<file path="config.mk">
export PLATFORM = sky130hd
export DESIGN_NAME = peripheral_adder_responder
export DESIGN_NICKNAME = d
export VERILOG_FILES = /design/src/rtl/peripheral_adder_responder.sv
export SDC_FILE = /design/constraint.sdc
export NUM_CORES = 1
export LEC_CHECK = 0
export BUFFER_PORTS_ARGS = -buffer_cell sky130_fd_sc_hd__buf_4
export CAP_MARGIN = 25
export CORE_MARGIN = 2
export CORE_UTILIZATION = 45
export DETAILED_ROUTE_END_ITERATION = 16
export MAX_ROUTING_LAYER = met4
export PLACE_DENSITY = 0.65
export SETUP_SLACK_MARGIN = 0.3
export SLEW_MARGIN = 40
export SYNTH_ARGS = -nofsm -noshare
export SYNTH_HDL_FRONTEND = slang
export SYNTH_SLANG_ARGS = --single-unit
export TNS_END_PERCENT = 100
</file>
<file path="constraint.sdc">
create_clock -name clk -period 3.01 [get_ports clk]
set_input_delay 0.602 -clock clk [delete_from_list [all_inputs] [get_ports clk]]
set_output_delay 0.602 -clock clk [all_outputs]
set_load 0.05 [all_outputs]
</file>
<file path="src/rtl/peripheral_adder_responder.sv">
// Operand/result responder: accepts ip1/ip2 pairs, queues their full-width
// sums in a small FIFO and returns them in order, with saturating
// delivery/carry statistics.
module peripheral_adder_responder #(
  parameter int DATA_WIDTH = 8,
  parameter int DEPTH      = 4,
  parameter int CNT_WIDTH  = 16
) (
  input  logic                  clk,
  input  logic                  rst,
  input  logic                  in_valid,
  output logic                  in_ready,
  input  logic [DATA_WIDTH-1:0] ip1,
  input  logic [DATA_WIDTH-1:0] ip2,
  output logic                  out_valid,
  input  logic                  out_ready,
  output logic [DATA_WIDTH:0]   out,
  output logic                  full,
  output logic                  empty,
  output logic [CNT_WIDTH-1:0]  txn_count,
  output logic [CNT_WIDTH-1:0]  carry_count
);
  localparam int AW = $clog2(DEPTH);

  logic [DATA_WIDTH:0] mem [DEPTH];
  logic [AW-1:0]       wr_ptr, rd_ptr, rd_ptr_inc;
  logic [AW:0]         occ, occ_nxt;
  logic [DATA_WIDTH:0] sum;
  logic                push, pop;

  // Handshake flags come straight from registered full/empty, so there is
  // no combinational path from in_valid/out_ready to the ready/valid outputs.
  assign in_ready   = ~full;
  assign out_valid  = ~empty;
  assign push       = in_valid & ~full;
  assign pop        = ~empty & out_ready;
  assign sum        = {1'b0, ip1} + {1'b0, ip2};
  assign rd_ptr_inc = rd_ptr + AW'(1);

  // Next occupancy: push/pop together leave it unchanged.
  always_comb begin
    occ_nxt = occ;
    case ({push, pop})
      2'b10:   occ_nxt = occ + (AW+1)'(1);
      2'b01:   occ_nxt = occ - (AW+1)'(1);
      default: occ_nxt = occ;
    endcase
  end

  // Result storage; stale writes during reset are harmless since pointers clear.
  always_ff @(posedge clk) begin
    if (push) mem[wr_ptr] <= sum;
  end

  // Pointers, occupancy flags, registered head-of-queue and counters.
  always_ff @(posedge clk) begin
    if (!rst) begin
      wr_ptr      <= '0;
      rd_ptr      <= '0;
      occ         <= '0;
      full        <= 1'b0;
      empty       <= 1'b1;
      out         <= '0;
      txn_count   <= '0;
      carry_count <= '0;
    end else begin
      if (push) wr_ptr <= wr_ptr + AW'(1);
      if (pop)  rd_ptr <= rd_ptr_inc;
      occ   <= occ_nxt;
      full  <= (occ_nxt == (AW+1)'(DEPTH));
      empty <= (occ_nxt == '0);
      // out mirrors the next head: the following stored entry after a pop,
      // or the incoming sum when it becomes the only entry.
      if (pop) begin
        if (occ > (AW+1)'(1)) out <= mem[rd_ptr_inc];
        else if (push)        out <= sum;
      end else if (empty && push) begin
        out <= sum;
      end
      if (pop) begin
        if (txn_count != '1) txn_count <= txn_count + CNT_WIDTH'(1);
        if (out[DATA_WIDTH] && carry_count != '1)
          carry_count <= carry_count + CNT_WIDTH'(1);
      end
    end
  end
endmodule

</file>
==> results of run 1 <==
## where the power goes
group / switching (mW) / leakage (nW) / internal [mW]
clock network: 0.474 / 0.0970 / 0.326
registers: 0.103 / 0.737 / 1.34
logic: 0.525 / 1.06 / 0.300
total: 1.10 / 1.89 / 1.97
## Yosys cell counts (all sizes together), types with 10 or more instances
library cell	n
edfxtp	36
ha	19
a21oi	26
dfxtp	50
nand4	10
clkbuf	11
nand2	36
mux2i	15
o31ai	10
nor2	12
nor4	11
o21ai	20
nand2b	13
inv	19
or4	11
## final cells by class
type / count / area [um2] / share of cell area [%]
Timing Repair Buffer: 67 / 503 / 9.86
Tap cell: 129 / 161 / 3.16
Inverter: 19 / 71.3 / 1.40
Multi-Input combinational cell: 284 / 2090 / 40.9
Clock inverter: 7 / 72.6 / 1.42
Sequential cell: 86 / 2080 / 40.8
Clock buffer: 9 / 124 / 2.43
## worst max-delay path: cells and delay by family
kind | cells | cell delay (ns)
compound gates | 3 | 1.28
fa+ha+maj | 1 | 0.28
buf+inv | 1 | 0.12
## routing by layer
metal  wire length (um)  part of all wire, %  GRT usage (%)  vias to the layer above
li1                   -                    -              -                     1666
met1               4500                   48           27.1                     1618
met2               4560                   48           30.0                       80
met3                357                  3.8           4.00                        2
met4                 31                 0.33           4.99                        0
met5                  0                    0              -                        -
## registers in the layout (all words and copies together), names as in the netlist
| name | cells |
|---|---|
| empty | 1 |
| out | 9 |
| occ | 3 |
| rd_ptr | 2 |
| mem | 36 |
| wr_ptr | 2 |
| full | 1 |
| txn_count | 16 |
| carry_count | 16 |
## cells in the final DEF, fill, tap and decap left out, types with 10 or more instances in the layout
| cell | count |
|---|---|
| or4_1 | 11 |
| a21oi_1 | 26 |
| inv_1 | 18 |
| nand2b_1 | 13 |
| nand2_1 | 36 |
| o21ai_0 | 20 |
| dfxtp_1 | 50 |
| edfxtp_1 | 36 |
| o31ai_1 | 10 |
| mux2i_1 | 15 |
| buf_4 | 67 |
| nor2_1 | 12 |
| ha_1 | 19 |
## path summary, 6_finish.rpt
kind / start / end / slack, ns / cells past startpoint
hold reg to reg: carry_count[14] / carry_count[14] / 0.50 / 2
setup reg to reg: full / out[7] / 0.99 / 7
hold / removal: carry_count[14] / carry_count[14] / 0.50 / 2
setup / recovery: ip1[1] / mem[3][7] / 0.80 / 5
## logic make-up after synthesis
| group | synth area share [%] |
|---|---|
| DFF | 48.5 |
| and+or+nand+nor | 18.0 |
| AOI/OAI and AO/OA | 15.1 |
| muxes | 8.22 |
| adders and majority gates | 6.00 |
| buffers and inverters | 3.20 |
| xor gates and xnor gates | 1.02 |
==> out/metrics.cfg, run 1 <==
[die]
core_um2 = 9240
pin_count = 65
num_rows = 35
die_width_um = 102
die_area_um2 = 10300
start_util_pct = 46.5
fp.dieH_um = 102

[timing]
finalSetupTns_ns = 0
period_share_pct = 73.4
drv_slew = 0
setup_slack_ns = 0.800
period_minus_slack_ns = 2.21
rsz0062_at_grt = no
whs_ns = 0.501
hold_viol = 0
maxSlewHeadroom_pct = 50.4
tightest_slew_ns = 0.744
setup_viol = 0
skew_ns = 0.0131
fmax_ghz = 0.452

[synthesis]
yosysSeqAreaShare_pct = 48.5
syn_area_per_cell_um2 = 10.6
async_flop_share_pct = 0
yosysWarnings = 0
synth_flop_cell = dfxtp_1
synthCells = 404
synth-seq-cells = 86
yosys-top-cells-area = edfxtp_1 25%, dfxtp_1 23%, ha_1 5.5%
synth.distinct_cells = 58
syn_area_um2 = 4290
synth_top_area_share_pct = 25.2
synth_largest_area_cell = edfxtp_1
synth-edff-count = 36
syn_nets = 444

[grt]
grt_pass1_vias = 3026
antenna_found_initial = 0
overflow = 0
track_usage_pct = 19.8
grt_first_pass_wirelength_um = 15600
grt_max_degree = 46

[routing]
ant_nets = 0
vias_per_cell = 5.60
drtPass1Iterations = 4
drt_iter0_markers = 179
drt_wl_total_um = 9450
drc = 0
wl_per_cell_um = 15.7
dr_total_vias = 3366

[final_layout]
nets = 507
nFillCells = 808
area_growth_pct = 18.8
fin_util_pct = 55.2
final_cell_area_um2 = 5100
diodes = 0
fin_cells = 601
drive_above_1_share_pct = 21.6

[clocking]
cts.sinks = 86
cts_tree = yes
post_cts_resized = 0
clkSlewWorstSetupHoldPaths_ns = 0.10
cts_root_buf = clkbuf_8
ctsHoldBuffers = 0
postCtsSetupBuffers = 0
clock_latency_ns = 0.36
htreeDepth = 3
cts_max_path_buffers = 2
numCtsBuffers = 9

[job]
cap_violations = 0

[status]
status = completed

[setup_path]
crit_chain = buf_4, ha_1, a211oi_1, o211ai_1, a221oi_1
path_max_fanout = 5
max_stage_delay_ns = 0.57
critPathKind = in2reg
worstSetupEndpointType = register
crit_slowest_cell = a221oi_1
worst_setup_path_start_kind = primary input
worst_ep_required_time_ns = 3.09
worstPathArrival_ns = 2.29

[placed_design]
gp_congestion = 0.876
port_buffers = 64
place_area_um2 = 4890
place_inst = 585
place_hpwl_um = 6630
place_ws_ns = 0.413

[power]
totalPowerFinal_mw = 3.07
power_density_nw_per_um2 = 602
ir_drop_v = 0.000310
power.leakage_nw = 1.89

[worst_hold_path]
hold_path.class = reg2reg

Power figures use the tool's default switching activity.
==> run 2: changes to the inputs <==
Clock period 3.01 ns to 2.1 ns, I/O delays scaled along.
==> run 2 against run 1 <==
  * Die area unchanged
  * Hold slack worse by 0.054 ns
  * Sequential cell count unchanged
  * Sequential share of layout area down 0.82 points
  * Clock power up 44%
  * Non-clock buffer count up 18
  * Critical endpoint is now mem[0][8]
==> out/metrics.cfg, run 2 (same netlist as run 1, synthesis figures left out) <==
[placed_design]
place_area_um2 = 5100  ; was 4890 um2
place_hpwl_um = 6920  ; was 6630 um
port_buffers = 64  ; unchanged
gp_congestion = 0.836  ; was 0.876
place_inst = 602  ; was 585

[grt]
antenna_found_initial = 0  ; unchanged
grt_max_degree = 46  ; unchanged
grt_first_pass_wirelength_um = 15800  ; was 15600 um
grt_pass1_vias = 3290  ; was 3026
overflow = 0  ; unchanged
track_usage_pct = 20.0  ; was 19.8%

[power]
power_density_nw_per_um2 = 845  ; was 602 nW/um2
ir_drop_v = 0.000395  ; was 0.000310 V
power.leakage_nw = 2.00  ; was 1.89 nW
totalPowerFinal_mw = 4.48  ; was 3.07 mW

[status]
status = completed  ; unchanged

[routing]
ant_nets = 0  ; unchanged
drt_iter0_markers = 106  ; was 179
vias_per_cell = 5.52  ; was 5.60
drt_wl_total_um = 9500  ; was 9450 um
drtPass1Iterations = 4  ; unchanged
wl_per_cell_um = 15.3  ; was 15.7 um
drc = 0  ; unchanged
dr_total_vias = 3418  ; was 3366

[final_layout]
final_cell_mix = 85 x buf_4, 36 x edfxtp_1, 35 x nand2_1, 26 x dfxtp_2, 25 x a21oi_1  ; was 67 x buf_4, 50 x dfxtp_1, 36 x nand2_1, 36 x edfxtp_1, 26 x a21oi_1
final_common_cell = buf_4  ; unchanged
largest_register_ff_count = 36  ; unchanged
final_cell_area_um2 = 5310  ; was 5100 um2
fin_util_pct = 57.4  ; was 55.2%
top_regs = mem x36, carry_count x16, txn_count x16  ; unchanged
fin_cells = 619  ; was 601
drive_above_1_share_pct = 31.8  ; was 21.6%
area_growth_pct = 23.5  ; was 18.8%
nets = 525  ; was 507
diodes = 0  ; unchanged
top_register = mem  ; unchanged

[timing]
finalSetupTns_ns = 0  ; unchanged
fmax_ghz = 0.576
period_minus_slack_ns = 1.74
rsz0062_at_grt = yes  ; was no
maxSlewHeadroom_pct = 59.3  ; was 50.4%
period_share_pct = 82.7
drv_slew = 0  ; unchanged
skew_ns = 0.0117  ; was 0.0131 ns
tightest_slew_ns = 0.606  ; was 0.744 ns
setup_viol = 0  ; unchanged
hold_viol = 0  ; unchanged

[setup_path]
worstSetupEndpointType = register  ; unchanged
worst_ep_required_time_ns = 2.20  ; was 3.09 ns
path_max_fanout = 4  ; was 5
worstPathArrival_ns = 1.84  ; was 2.29 ns
critPathKind = in2reg  ; unchanged
worst_setup_path_start_kind = primary input  ; unchanged

[die]
pin_count = 65  ; unchanged
die_area_um2 = 10300  ; unchanged
start_util_pct = 46.5  ; unchanged
die_width_um = 102  ; unchanged
num_rows = 35  ; unchanged
core_um2 = 9240  ; unchanged
fp.dieH_um = 102  ; unchanged

[job]
cap_violations = 0  ; unchanged

[clocking]
cts_tree = yes  ; unchanged
ctsHoldBuffers = 0  ; unchanged
numCtsBuffers = 9  ; unchanged
clock_latency_ns = 0.35  ; was 0.36 ns
cts.sinks = 86  ; unchanged
cts_root_buf = clkbuf_8  ; unchanged
htreeDepth = 3  ; unchanged
cts_max_path_buffers = 2  ; unchanged
clkSlewWorstSetupHoldPaths_ns = 0.10  ; about the same

[worst_hold_path]
hold_path.class = in2reg  ; was reg2reg

-- run 2: changes by cell type in the layout (fill, tap and decap cells not counted), moves of 2 or more --
cell      change
or2_4         +2
dfxtp_4       +2
a211oi_1      -2
a211oi_2      +2
buf_4        +18
inv_8         +2
dfxtp_2      +26
dfxtp_1      -28
-- run 2: layout make-up --
class	count	area, um2
multi-input combinational	284	2120
tap	129	161
timing repair buffer	85	638
clock inverter	7	70.1
fill	817	3940
clock buffer	9	124
sequential	86	2120
inverter	19	71.3
-- run 2: layer usage --
layer	share of wire, %	global-route usage [%]	up-vias
met3	3.8	2.83	6
met2	50	32.8	77
met5	0	-	-
met1	46	25.5	1631
li1	-	-	1704
met4	0.97	6.55	0
-- run 2: critical path, cell delays in order --
cell and delay, ns:
buf_4 0.11, ha_1 0.22, fa_2 0.37, a211oi_2 0.30, o21ai_0 0.22, o21a_1 0.19
-- run 2: per-stage QoR --
stage	worst slack (ns)	hold WS [ns]
3_5_place_dp	0.0185	0.449
4_1_cts	0.334	0.425
6_report	0.364	0.448
3_3_place_gp	0.0624	0.447
2_1_floorplan	0.277	0.525
5_1_grt	0.220	0.447
-- run 2: path summary, 6_finish.rpt --
check,from,slack [ns],to,cells after the start
worst max-delay path,ip1[0],0.36,mem[0][8],6
worst min-delay path,out_ready,0.45,carry_count[1],3
worst max register to register,empty,0.37,empty,7
worst min register to register,txn_count[10],0.46,txn_count[10],1
-- run 2: timing repair --
item | in CTS | in global routing
gates resized for setup | 1 | 4
endpoints found under the setup margin | 3 | 14
buffers inserted | 0 | 1
-- run 2: power breakdown --
part	internal [mW]	switching (mW)	total, mW
registers	1.94	0.130	2.07
logic	0.486	0.786	1.27
clock network	0.470	0.677	1.15
==> run 3: changes to the inputs <==
Settings changed: ABC_AREA set to 1.
Clock period 2.1 ns to 1.7 ns, I/O delays scaled along.
==> run 3 against run 2 <==
  * Combinational power is 27% higher
  * Register-to-register slack worse by 0.20 ns
  * Area after synthesis is 3.6% higher
  * First-iteration DRC count is 35% higher
  * Non-clock buffer count is 36 higher
  * Sequential power is 16% higher
  * Critical path depth is 1 higher
  * Core utilization is 9.8 points higher
  * Synthesized cell count is 37% higher
  * Largest cell class is now multi-input gates
==> out/metrics.cfg, run 3 <==
[setup_path]
r2r_start = full  ; was empty
critPathKind = reg2reg  ; was in2reg
worst_ep_required_time_ns = 1.76  ; was 2.20 ns
worstPathArrival_ns = 1.59  ; was 1.84 ns
worst_setup_path_start_kind = register  ; was primary input
path_max_fanout = 9  ; was 4
critPathLaunch = full  ; was ip1[0]
worstSetupEndpointType = register  ; unchanged
cp-endpoint = mem[3][4]  ; was mem[0][8]
reg2reg_to = mem[3][4]  ; was empty
rrSetupSlack_ns = 0.17  ; was 0.37 ns
ff2ff_path_depth = 7  ; unchanged

[placed_design]
place_inst = 758  ; was 602
port_buffers = 64  ; unchanged
gp_congestion = 0.815  ; was 0.836
place_ws_ns = -0.0500  ; was 0.0185 ns
place_area_um2 = 5420  ; was 5100 um2
place_hpwl_um = 7310  ; was 6920 um

[synthesis]
synth.distinct_cells = 38  ; was 58
synth_top_area_share_pct = 24.3  ; was 25.2%
yosysWarnings = 0  ; unchanged
syn_nets = 594  ; was 444
synth-seq-cells = 86  ; unchanged
yosysMostFrequentCell = nand2_1  ; was dfxtp_1
syn_area_um2 = 4450  ; was 4290 um2
yosysSeqAreaShare_pct = 46.8  ; was 48.5%
synthCells = 554  ; was 404
synthTopCellsByCount = 156 x nand2_1, 58 x inv_1, 50 x dfxtp_1, 49 x nor2_1, 42 x a21oi_1  ; was 50 x dfxtp_1, 36 x edfxtp_1, 36 x nand2_1, 26 x a21oi_1, 20 x o21ai_0
yosys-top-cells-area = edfxtp_1 24%, dfxtp_1 22%, nand2_1 13%  ; was edfxtp_1 25%, dfxtp_1 23%, ha_1 5.5%
synth_largest_area_cell = edfxtp_1  ; unchanged
syn_area_per_cell_um2 = 8.03  ; was 10.6 um2
async_flop_share_pct = 0  ; unchanged
synth-edff-count = 36  ; unchanged
synth_flop_cell = dfxtp_1  ; unchanged

[final_layout]
final_cell_mix = 120 x nand2_1, 107 x buf_4, 47 x inv_1, 41 x nor2_1, 36 x edfxtp_1  ; was 85 x buf_4, 36 x edfxtp_1, 35 x nand2_1, 26 x dfxtp_2, 25 x a21oi_1
diodes = 0  ; unchanged
final_cell_area_um2 = 6500  ; was 5310 um2
top_register = mem  ; unchanged
nets = 719  ; was 525
top_regs = mem x36, carry_count x16, txn_count x16  ; unchanged
fin_cells = 817  ; was 619
drive_above_1_share_pct = 44.4  ; was 31.8%
fin_util_pct = 67.2  ; was 57.4%
nFillCells = 773  ; was 817
area_growth_pct = 46.2  ; was 23.5%
largest_register_ff_count = 36  ; unchanged
final_common_cell = nand2_1  ; was buf_4

[routing]
drc = 0  ; unchanged
drt_iter0_markers = 143  ; was 106
vias_per_cell = 5.06  ; was 5.52
ant_nets = 0  ; unchanged
dr_total_vias = 4133  ; was 3418
drt_wl_total_um = 11700  ; was 9500 um
drtPass1Iterations = 4  ; unchanged
wl_per_cell_um = 14.3  ; was 15.3 um

[die]
die_area_um2 = 10700  ; was 10300 um2
die_width_um = 103  ; was 102 um
num_rows = 36  ; was 35
pin_count = 65  ; unchanged
fp.dieH_um = 103  ; was 102 um
start_util_pct = 45.9  ; was 46.5%
core_um2 = 9680  ; was 9240 um2

[power]
ir_drop_v = 0.000504  ; was 0.000395 V
totalPowerFinal_mw = 5.80  ; was 4.48 mW
power.leakage_nw = 2.79  ; was 2.00 nW
power_density_nw_per_um2 = 892  ; was 845 nW/um2

[clocking]
cts.sinks = 86  ; unchanged
cts_tree = yes  ; unchanged
numCtsBuffers = 9  ; unchanged
clkSlewWorstSetupHoldPaths_ns = 0.10  ; about the same
htreeDepth = 3  ; unchanged
cts_max_path_buffers = 2  ; unchanged
cts_root_buf = clkbuf_8  ; unchanged
clock_latency_ns = 0.36  ; was 0.35 ns

[timing]
period_minus_slack_ns = 1.53
tightest_slew_ns = 0.491  ; was 0.606 ns
period_share_pct = 90.2
setup_slack_ns = 0.166  ; was 0.364 ns
setup_viol = 0  ; unchanged
hold_viol = 0  ; unchanged
skew_ns = 0.0127  ; was 0.0117 ns
rsz0062_at_grt = yes  ; unchanged
whs_ns = 0.325  ; was 0.448 ns
fmax_ghz = 0.652
drv_slew = 0  ; unchanged
finalSetupTns_ns = 0  ; unchanged
maxSlewHeadroom_pct = 67.0  ; was 59.3%

[status]
status = completed  ; unchanged

[job]
cap_violations = 0  ; unchanged

[grt]
antenna_found_initial = 0  ; unchanged
track_usage_pct = 21.7  ; was 20.0%
grt_max_degree = 20  ; was 46
grt_pass1_vias = 3796  ; was 3290
grt_first_pass_wirelength_um = 17600  ; was 15800 um
overflow = 0  ; unchanged

[worst_hold_path]
min_path_cells = 2  ; was 3
hold_path.class = in2reg  ; unchanged

run 3: cell type report:
type	count	area, um2	area share [%]
multi-input combinational	397	2640	40.6
inverter	61	277	4.25
timing repair inverter	3	33.8	0.519
tap	133	166	2.56
clock buffer	9	124	1.90
timing repair buffer	121	961	14.8
clock inverter	7	125	1.92
sequential	86	2180	33.4
run 3: cell families (layout without fill, tap and decap cells):
| family | Yosys count | after routing | synth area share [%] |
|---|---|---|---|
| mux | 1 | 1 | 0.225 |
| flops | 86 | 86 | 46.8 |
| fa+ha+maj | 20 | 20 | 5.79 |
| xor+xnor | 21 | 21 | 4.13 |
| simple gates | 259 | 262 | 24.7 |
| compound gates | 93 | 93 | 11.5 |
| buf+inv | 74 | 201 | 6.83 |
run 3: repair_timing:
item	CTS	global route
hold buffers	0	0
buffers inserted	22	15
gates cloned	3	3
pin swaps	19	30
gates resized for setup	53	98
setup endpoints to repair	42	56
run 3: worst min-delay path by stage:
| stage | startpoint | endpoint | slack (ns) |
|---|---|---|---|
| 6_report | ip2[0] | mem[2][0] | 0.32 |
| 5_1_grt | ip2[0] | mem[1][0] | 0.32 |
| 4_1_cts | ip2[0] | mem[0][0] | 0.32 |
| 3_5_place_dp | out[0] | out[0] | 0.46 |
| 3_3_place_gp | out[0] | out[0] | 0.46 |
| 2_1_floorplan | wr_ptr[1] | wr_ptr[1] | 0.49 |
run 3: power by group:
| part | internal [mW] | switching, mW |
|---|---|---|
| logic | 0.615 | 0.994 |
| registers | 2.31 | 0.0934 |
| clock network | 0.998 | 0.798 |
run 3: worst max-delay path, cell delays in order (launching register included):
cell	delay, ns
dfxtp_4	0.36
clkinvlp_4	0.08
nand2_4	0.07
buf_4	0.13
buf_4	0.12
buf_4	0.15
nor2_1	0.10
buf_4	0.21
run 3: routing by layer:
layer  track usage [%]  part of all wire (%)  up-vias
met3              3.16                   3.2       20
met1              27.5                    44     1950
met2              36.2                    51       84
met4              6.68                   1.8        0
met5                 -                     0        -
li1                  -                     -     2079
